[config.mk]
export PLATFORM = sky130hd
export DESIGN_NAME = row_readout_arbiter
export DESIGN_NICKNAME = d
export VERILOG_FILES = /design/src/rtl/row_readout_arbiter.sv
export SDC_FILE = /design/constraint.sdc
export NUM_CORES = 1
export LEC_CHECK = 0
export ABC_AREA = 0
export BUFFER_PORTS_ARGS = -buffer_cell sky130_fd_sc_hd__buf_4
export CAP_MARGIN = 0
export CORE_MARGIN = 4
export CORE_UTILIZATION = 55
export CTS_CLUSTER_DIAMETER = 40
export DETAILED_ROUTE_END_ITERATION = 6
export MAX_ROUTING_LAYER = met4
export PLACE_DENSITY = 0.7
export RECOVER_POWER = 50
export REMOVE_ABC_BUFFERS = 1
export SETUP_SLACK_MARGIN = 0.4
export SYNTH_ARGS = -nofsm -noshare
export SYNTH_HDL_FRONTEND = slang
export SYNTH_SLANG_ARGS = --single-unit
[constraint.sdc]
create_clock -name clk_core -period 6.1 [get_ports clk_core]
set_clock_uncertainty 0.15 [all_clocks]
set_input_delay 1.22 -clock clk_core [delete_from_list [all_inputs] [get_ports clk_core]]
set_output_delay 1.22 -clock clk_core [all_outputs]
set_load 0.01 [all_outputs]
[src/rtl/row_readout_arbiter.sv]
// Round-robin arbiter sharing one SPI readout engine among the detector rows.
// Synchronizes each row's active-low interrupt, grants one pending row at a
// time, holds it through setup/readout/release and guards readout with a timeout.
module row_readout_arbiter #(
   parameter int unsigned NUM_ROWS          = 20,
   parameter int unsigned HOLD_SETUP_CYCLES = 4,
   parameter int unsigned RELEASE_CYCLES    = 3,
   parameter int unsigned TIMEOUT_CYCLES    = 65535,
   localparam int unsigned IW               = $clog2(NUM_ROWS)
) (
   input  logic                clk_core,
   input  logic                resn,
   input  logic                enable,
   input  logic [NUM_ROWS-1:0] row_mask,
   input  logic [NUM_ROWS-1:0] row_interruptn,
   output logic [NUM_ROWS-1:0] row_hold,
   output logic                rd_req,
   output logic [IW-1:0]       rd_row,
   input  logic                rd_done,
   output logic                rd_abort,
   output logic                busy,
   output logic [7:0]          timeout_count
);

   typedef enum logic [1:0] {StIdle, StHoldSetup, StReadout, StRelease} state_t;

   localparam logic [IW:0] NumRowsW = (IW + 1)'(NUM_ROWS);

   state_t              state;
   logic [NUM_ROWS-1:0] sync1;
   logic [NUM_ROWS-1:0] sync2;
   logic [NUM_ROWS-1:0] pending;
   logic [NUM_ROWS-1:0] grant_vec;
   logic [IW-1:0]       ptr;
   logic [IW-1:0]       next_ptr;
   logic [IW-1:0]       sel;
   logic [IW:0]         cand;
   logic                found;
   logic [15:0]         cnt;

   // Two-flop synchronizer; reset to 1 so no row looks pending out of reset.
   always_ff @(posedge clk_core or negedge resn) begin
      if (!resn) begin
         sync1 <= '1;
         sync2 <= '1;
      end else begin
         sync1 <= row_interruptn;
         sync2 <= sync1;
      end
   end

   assign pending = ~sync2 & ~row_mask;

   // First pending row at or after ptr, wrapping past the last row.
   always_comb begin
      found = 1'b0;
      sel   = '0;
      cand  = '0;
      for (int i = 0; i < NUM_ROWS; i++) begin
         cand = {1'b0, ptr} + (IW + 1)'(i);
         if (cand >= NumRowsW) cand = cand - NumRowsW;
         if (!found && pending[cand[IW-1:0]]) begin
            found = 1'b1;
            sel   = cand[IW-1:0];
         end
      end
   end

   // One-hot hold vector for the selected row and the post-release pointer.
   always_comb begin
      grant_vec      = '0;
      grant_vec[sel] = 1'b1;
      next_ptr       = (rd_row == IW'(NUM_ROWS - 1)) ? '0 : rd_row + IW'(1);
   end

   // Transaction FSM with registered outputs; cnt is shared by all timed states.
   always_ff @(posedge clk_core or negedge resn) begin
      if (!resn) begin
         state         <= StIdle;
         ptr           <= '0;
         cnt           <= '0;
         row_hold      <= '0;
         rd_req        <= 1'b0;
         rd_row        <= '0;
         rd_abort      <= 1'b0;
         timeout_count <= '0;
      end else begin
         rd_abort <= 1'b0;
         case (state)
            StIdle: begin
               if (enable && found) begin
                  rd_row   <= sel;
                  row_hold <= grant_vec;
                  cnt      <= '0;
                  state    <= StHoldSetup;
               end
            end
            StHoldSetup: begin
               if (cnt == 16'(HOLD_SETUP_CYCLES - 1)) begin
                  rd_req <= 1'b1;
                  cnt    <= '0;
                  state  <= StReadout;
               end else begin
                  cnt <= cnt + 16'd1;
               end
            end
            StReadout: begin
               // rd_done takes priority over a timeout expiring in the same cycle.
               if (rd_done) begin
                  rd_req   <= 1'b0;
                  row_hold <= '0;
                  ptr      <= next_ptr;
                  cnt      <= '0;
                  state    <= StRelease;
               end else if (cnt == 16'(TIMEOUT_CYCLES - 1)) begin
                  rd_abort <= 1'b1;
                  rd_req   <= 1'b0;
                  row_hold <= '0;
                  ptr      <= next_ptr;
                  cnt      <= '0;
                  if (timeout_count != 8'hFF) timeout_count <= timeout_count + 8'd1;
                  state    <= StRelease;
               end else begin
                  cnt <= cnt + 16'd1;
               end
            end
            StRelease: begin
               // Gives a just-cleared interrupt time to resynchronize.
               if (cnt == 16'(RELEASE_CYCLES - 1)) begin
                  cnt   <= '0;
                  state <= StIdle;
               end else begin
                  cnt <= cnt + 16'd1;
               end
            end
            default: state <= StIdle;
         endcase
      end
   end

   assign busy = (state != StIdle);

endmodule

==> run_results.csv, run 1 <==
group,metric,value,unit
global_routing,antenna_found_initial,0,
placed_design,io_buffers,79,
run_status,status,"complete, but fails checks",
global_routing,track_usage,33.7,%
clock_network,path_clk_slew,0.08,ns
setup_path,cp_max_fo,15,
sta,slew_headroom,-10.2,%
finish,postLayoutCoreUtil,63.0,%
die,die_area,21300,um2
yosys,avgSynthCellArea,8.61,um2
min_path,hold_path_depth,0,
power_and_ir_drop,ir_drop,0.144,mV
placed_design,gp_congestion,1.02,
clock_network,cts_max_path_buffers,2,
setup_path,r2r_setup_slack,0.52,ns
yosys,ys_seq_elements,98,
setup_path,crit_required,6.26,ns
setup_path,startpoint_type,"register",
sta,hold_viol_final,0,
sta,setup_viol,0,
setup_path,path_class,"register to register",
detailed_routing,first_pass_iters,7,
yosys,syn_inst,1214,
yosys,yosys_warnings,0,
setup_path,crit_arrival,5.73,ns
placed_design,placed_cells,1526,
setup_path,r2r_end,"row_hold[1]",
setup_path,cp-end-kind,"register",
setup_path,worst_r2r_path_depth,20,
min_path,hold_path_class,"register to register",
clock_network,numCtsBuffers,9,
finish,antenna_cells,0,
yosys,yosys.area.top_type_share,13.9,%
clock_network,h-tree-depth,3,
detailed_routing,wl_per_cell,23.4,um
detailed_routing,drc,2,
global_routing,grt_max_degree,70,
clock_network,insertion_delay,0.36,ns
die,io_pins,80,
detailed_routing,routed_wl,36.3,mm
min_path,worstHoldStart,"sync1[7]",
clock_network,cts_tree,"built",
die,initial_core_util,55.9,%
yosys,ys_dominant_reg_cell,"dfrtp_1",
yosys,synthTopCellsByCount,"nor2_1, nand2_1, o21ai_0",
yosys,yosys.area.top_type,"dfrtp_1",
sta,final.period_utilization,91.4,%
power_and_ir_drop,p_leak,4.88,nW
placed_design,placed_cell_area,11400,um2
sta,worst_pin_slew,1.65,ns
die,die_h,146,um
clock_network,clock_sink_count,98,
detailed_routing,detail-route-antenna-nets,0,
sta,period_minus_slack,5.58,ns
run_status,violations,"design-rule violations, max-capacitance violations, max-slew violations",
finish,finalNetCount,1410,
global_routing,grt_pass1_wl,55.6,mm
min_path,hold_path_end,"sync2[7]",
detailed_routing,drt_iter0_drc,1183,
placed_design,hpwl,27.7,mm
detailed_routing,vias_per_cell,6.83,
detailed_routing,dr_total_vias,10600,
yosys,ys_types,111,
finish,final_cell_area,11800,um2
sta,fmax,179,MHz
clock_network,root_buffer,"clkbuf_16",
yosys,ys_seq_area_share,23.9,%
clock_network,cts_hold_buf,0,
finish,final-instance-count-excl-fill,1552,
yosys,yosysMostFrequentCell,"nor2_1",
die,std_cell_rows,50,
finish,drive_gt1_share,23.2,%
global_routing,overflow,0,
yosys,syn_area,10500,um2
setup_path,r2r-start,"ptr[1]",
run,max_cap_viol_count,2,
finish,area_growth,12.8,%
global_routing,grt_pass1_vias,9825,
die,dieWidth,146,um
power_and_ir_drop,p_per_area,124,nW/um2
sta,rsz0062_at_grt,"yes",
yosys,synthArstFlopShare,100,%
yosys,synth-edff-count,0,
die,core-area,18700,um2
finish,fillers,1688,
yosys,synth.area.top_cells,"dfrtp_1, dfstp_2, ha_1",
sta,slew_viol_final,101,
-- state kept, by name, summed over array words and instances (netlist names) --
signal	count
rd_row	5
sync1	20
rd_abort	1
ptr	5
state	2
rd_req	1
row_hold	20
sync2	20
cnt	16
timeout_count	8
-- power by group --
group	leakage [nW]	internal (mW)	switching, mW
combinational	3.58	0.0893	0.131
sequential	1.16	0.678	0.0104
clock	0.139	0.283	0.272
total	4.88	1.05	0.414
-- worst max-delay path: stages, from the launching register on --
cell     delay [ns]
dfrtp_1        0.40
buf_4          0.22
ha_1           0.23
buf_4          0.17
a21oi_2        0.32
xnor2_2        0.24
inv_1          0.11
ha_1           0.26
and2_1         0.18
nor2_1         0.11
mux2i_1        0.35
and2_1         0.34
o41a_1         0.45
and4_4         0.39
nand3_2        0.19
a211o_1        0.33
and4b_1        0.20
a31o_1         0.25
nor4_4         0.32
buf_4          0.18
a22o_1         0.12
-- repair_timing --
item | CTS | global route
gates cloned | 0 | 1
gates resized for setup | 1 | 24
endpoints found under the setup margin | 1 | 39
pin swaps | 0 | 8
buffers inserted | 0 | 9
-- kinds of logic (layout without fill, tap and decap cells) --
family	count (synthesis)	count (layout)	synth area share (%)
compound gates	377	377	25.6
xor+xnor	43	43	4.03
fa+ha+maj	53	53	6.42
buf+inv	98	201	4.81
flops	98	98	23.9
mux	79	79	9.51
simple gates	466	467	25.7
-- worst max path at each step --
stage / from / endpoint / slack, ns / cells after the start
floorplan: ptr[0] / row_hold[0] / -0.20 / 18
global placement: ptr[2] / row_hold[13] / 0.54 / 19
detailed placement: ptr[2] / row_hold[18] / 0.41 / 19
CTS: ptr[2] / row_hold[5] / 0.47 / 19
global route: ptr[2] / row_hold[17] / 0.36 / 20
finish: ptr[1] / row_hold[1] / 0.52 / 20
-- layer usage --
metal	up-vias	GRT usage (%)	wire (um)
met5	-	-	0
met4	0	14.2	1660
met3	105	6.60	3320
met2	565	48.1	15400
met1	5070	46.8	15900
li1	4861	-	-
-- placed cells by master, fill, tap and decap left out, types with 12 or more instances in the layout --
master	n
buf_4	94
nor4b_1	16
xnor2_1	33
a22o_1	23
o22ai_1	12
nand2b_1	21
mux4_2	12
a21oi_1	58
a211oi_1	13
clkbuf_1	25
nand3_1	46
ha_1	51
nor4_1	16
inv_1	35
nand2_1	84
mux2_2	22
and2_1	23
or2_2	24
dfstp_2	40
mux2i_1	41
and3_1	21
dfrtp_1	56
nor3_1	27
o21ai_1	19
o211ai_1	13
nand4_1	19
clkbuf_4	21
a31oi_1	22
o21ai_0	64
nor2_1	87
-- per-stage QoR --
stage	hold slack, ns	TNS [ns]	setup slack [ns]	total power, mW
after floorplan	0.195	-5.29	-0.195	0.809
after global placement	0.195	0	0.537	0.905
after detailed placement	0.197	0	0.413	0.907
after CTS	0.195	0	0.473	1.46
after global routing	0.192	0	0.361	1.52
final	0.195	0	0.524	1.46
-- cell type report --
| cell class | instances | area [um2] | share of cell area [%] |
|---|---|---|---|
| flip-flops and latches | 98 | 2510 | 21.3 |
| inverters | 43 | 164 | 1.39 |
| repair buffers | 142 | 993 | 8.43 |
| multi-input cells | 1019 | 7560 | 64.1 |
| clock buffers | 10 | 229 | 1.94 |
| clock inverters | 6 | 46.3 | 0.393 |
| well taps | 234 | 293 | 2.48 |
Note: power is estimated with default switching activity, not from simulation.
==> inputs of run 2 (changes only) <==
Clock period 6.1 ns to 5.79 ns, I/O delays scaled along.
==> run_results.csv, run 2 (synthesized netlist as in run 1, its figures left out) <==
group,metric,value,unit
power_and_ir_drop,ir_drop,0.164,mV
global_routing,overflow,0,
die,die_area,21300,um2
setup_path,critical-path-top-delay-family,"simple AND/OR/NAND/NOR gates",
clock_network,cts_max_path_buffers,2,
clock_network,cts_hold_buf,0,
detailed_routing,first_pass_iters,5,
placed_design,io_buffers,79,
detailed_routing,vias_per_cell,6.76,
setup_path,cp_slowest_cell,"nor4_2",
detailed_routing,detail-route-antenna-nets,0,
sta,worst_pin_slew,3.24,ns
setup_path,crit_required,5.94,ns
global_routing,grt_pass1_wl,56.0,mm
setup_path,cp-end-kind,"register",
run_status,status,"complete, but fails checks",
clock_network,numCtsBuffers,9,
setup_path,crit_chain,"inv_2, buf_4, ha_2, buf_4, nor4b_2, nor4_2, nor3b_1, o32a_2, nor4_4, and4_4, nand3_4, a211o_1, and4b_1, a31o_1, nor4_4, buf_4, a22o_1",
clock_network,path_clk_slew,0.07,ns
die,std_cell_rows,50,
setup_path,path_class,"register to register",
clock_network,h-tree-depth,3,
die,io_pins,80,
min_path,hold_path_class,"register to register",
sta,fmax,190,MHz
placed_design,place_ws,-0.141,ns
finish,final_cell_mix,"buf_4, nor2_1, nand2_1, o21ai_0, a21oi_1",
detailed_routing,drt_iter0_drc,967,
detailed_routing,wl_per_cell,22.8,um
clock_network,insertion_delay,0.36,ns
run,max_cap_viol_count,1,
sta,period_minus_slack,5.27,ns
setup_path,crit_arrival,5.42,ns
run_status,violations,"max-capacitance violations, max-slew violations",
sta,layout_setup_ws,0.519,ns
finish,drive_gt1_share,28.4,%
finish,mostFrequentLayoutCell,"buf_4",
placed_design,gp_congestion,1.06,
detailed_routing,dr_total_vias,10700,
setup_path,cpMostUsedCell,"buf_4",
die,core-area,18700,um2
sta,slew_viol_final,64,
die,initial_core_util,55.9,%
clock_network,clock_sink_count,98,
setup_path,cp_max_fo,28,
power_and_ir_drop,p_leak,5.09,nW
sta,hold_viol_final,0,
finish,area_growth,17.0,%
setup_path,path_buf_inv,4,
detailed_routing,routed_wl,35.9,mm
setup_path,max_stage_delay,0.76,ns
sta,final.period_utilization,91.0,%
global_routing,antenna_found_initial,1,
clock_network,root_buffer,"clkbuf_16",
setup_path,startpoint_type,"register",
global_routing,grt_pass1_vias,10000,
finish,postLayoutCoreUtil,65.4,%
clock_network,cts_tree,"built",
sta,rsz0062_at_grt,"no",
sta,setup_viol,0,
die,die_h,146,um
global_routing,grt_max_degree,64,
die,dieWidth,146,um
placed_design,hpwl,27.7,mm
global_routing,track_usage,34.0,%
power_and_ir_drop,finalPower,1.60,mW
sta,slew_headroom,-116,%
finish,finalNetCount,1432,
detailed_routing,drc,0,
finish,reg_top3,"row_hold (20), sync1 (20), sync2 (20)",
power_and_ir_drop,p_per_area,131,nW/um2
## run 2: worst paths after layout
| check | startpoint | to | slack (ns) | depth (start not counted) |
|---|---|---|---|---|
| max reg2reg | ptr[1] | row_hold[5] | 0.52 | 17 |
| min | sync1[7] | sync2[7] | 0.20 | 0 |
| max | ptr[1] | row_hold[5] | 0.52 | 17 |
| min in group asynchronous | resn | ptr[4] | 1.74 | 1 |
| min reg2reg | sync1[7] | sync2[7] | 0.20 | 0 |
| max in group asynchronous | resn | ptr[0] | 1.51 | 2 |
## run 2: metrics by stage
stage	std cells	setup TNS [ns]	hold WS, ns	area, um2
2_1_floorplan	1159	-18.17	0.195	10100
3_3_place_gp	1530	-1.14	0.195	11400
3_5_place_dp	1530	-2.98	0.197	11400
4_1_cts	1559	0	0.198	11900
5_1_grt	1575	0	0.204	12200
6_report	1575	0	0.196	12200
## run 2: metal layers
metal	GRT usage (%)	routed length (um)	up-vias
met5	-	0	-
met4	13.9	1630	0
met3	7.72	3310	108
met2	49.5	15500	516
li1	-	-	4892
met1	45.8	15500	5137
## run 2: worst reg2reg max path: stages (launching register included)
cell	delay (ns)
dfrtp_2	0.47
inv_2	0.12
buf_4	0.17
ha_2	0.29
buf_4	0.22
nor4b_2	0.23
nor4_2	0.76
nor3b_1	0.14
o32a_2	0.48
nor4_4	0.38
and4_4	0.35
nand3_4	0.13
a211o_1	0.30
and4b_1	0.19
a31o_1	0.24
nor4_4	0.31
buf_4	0.17
a22o_1	0.13
## run 2: layout make-up
type / instances / area, um2
Multi-Input combinational cell: 1020 / 7720
Fill cell: 1578 / 6480
Sequential cell: 98 / 2510
Timing Repair Buffer: 163 / 1230
Tap cell: 234 / 293
Clock buffer: 11 / 243
Inverter: 43 / 166
Clock inverter: 5 / 61.3
Antenna cell: 1 / 2.50
## run 2: where the power goes
group | leakage, nW | switching, mW | internal [mW]
Sequential | 1.16 | 0.0113 | 0.714
Combinational | 3.78 | 0.137 | 0.101
Clock | 0.147 | 0.285 | 0.350
Total | 5.09 | 0.434 | 1.17
## run 2: repair_timing
item,4_1_cts,5_1_grt
gates cloned,1,1
endpoints found under the setup margin,43,42
resized for setup,19,49
buffers inserted,12,14
pin swaps,8,10
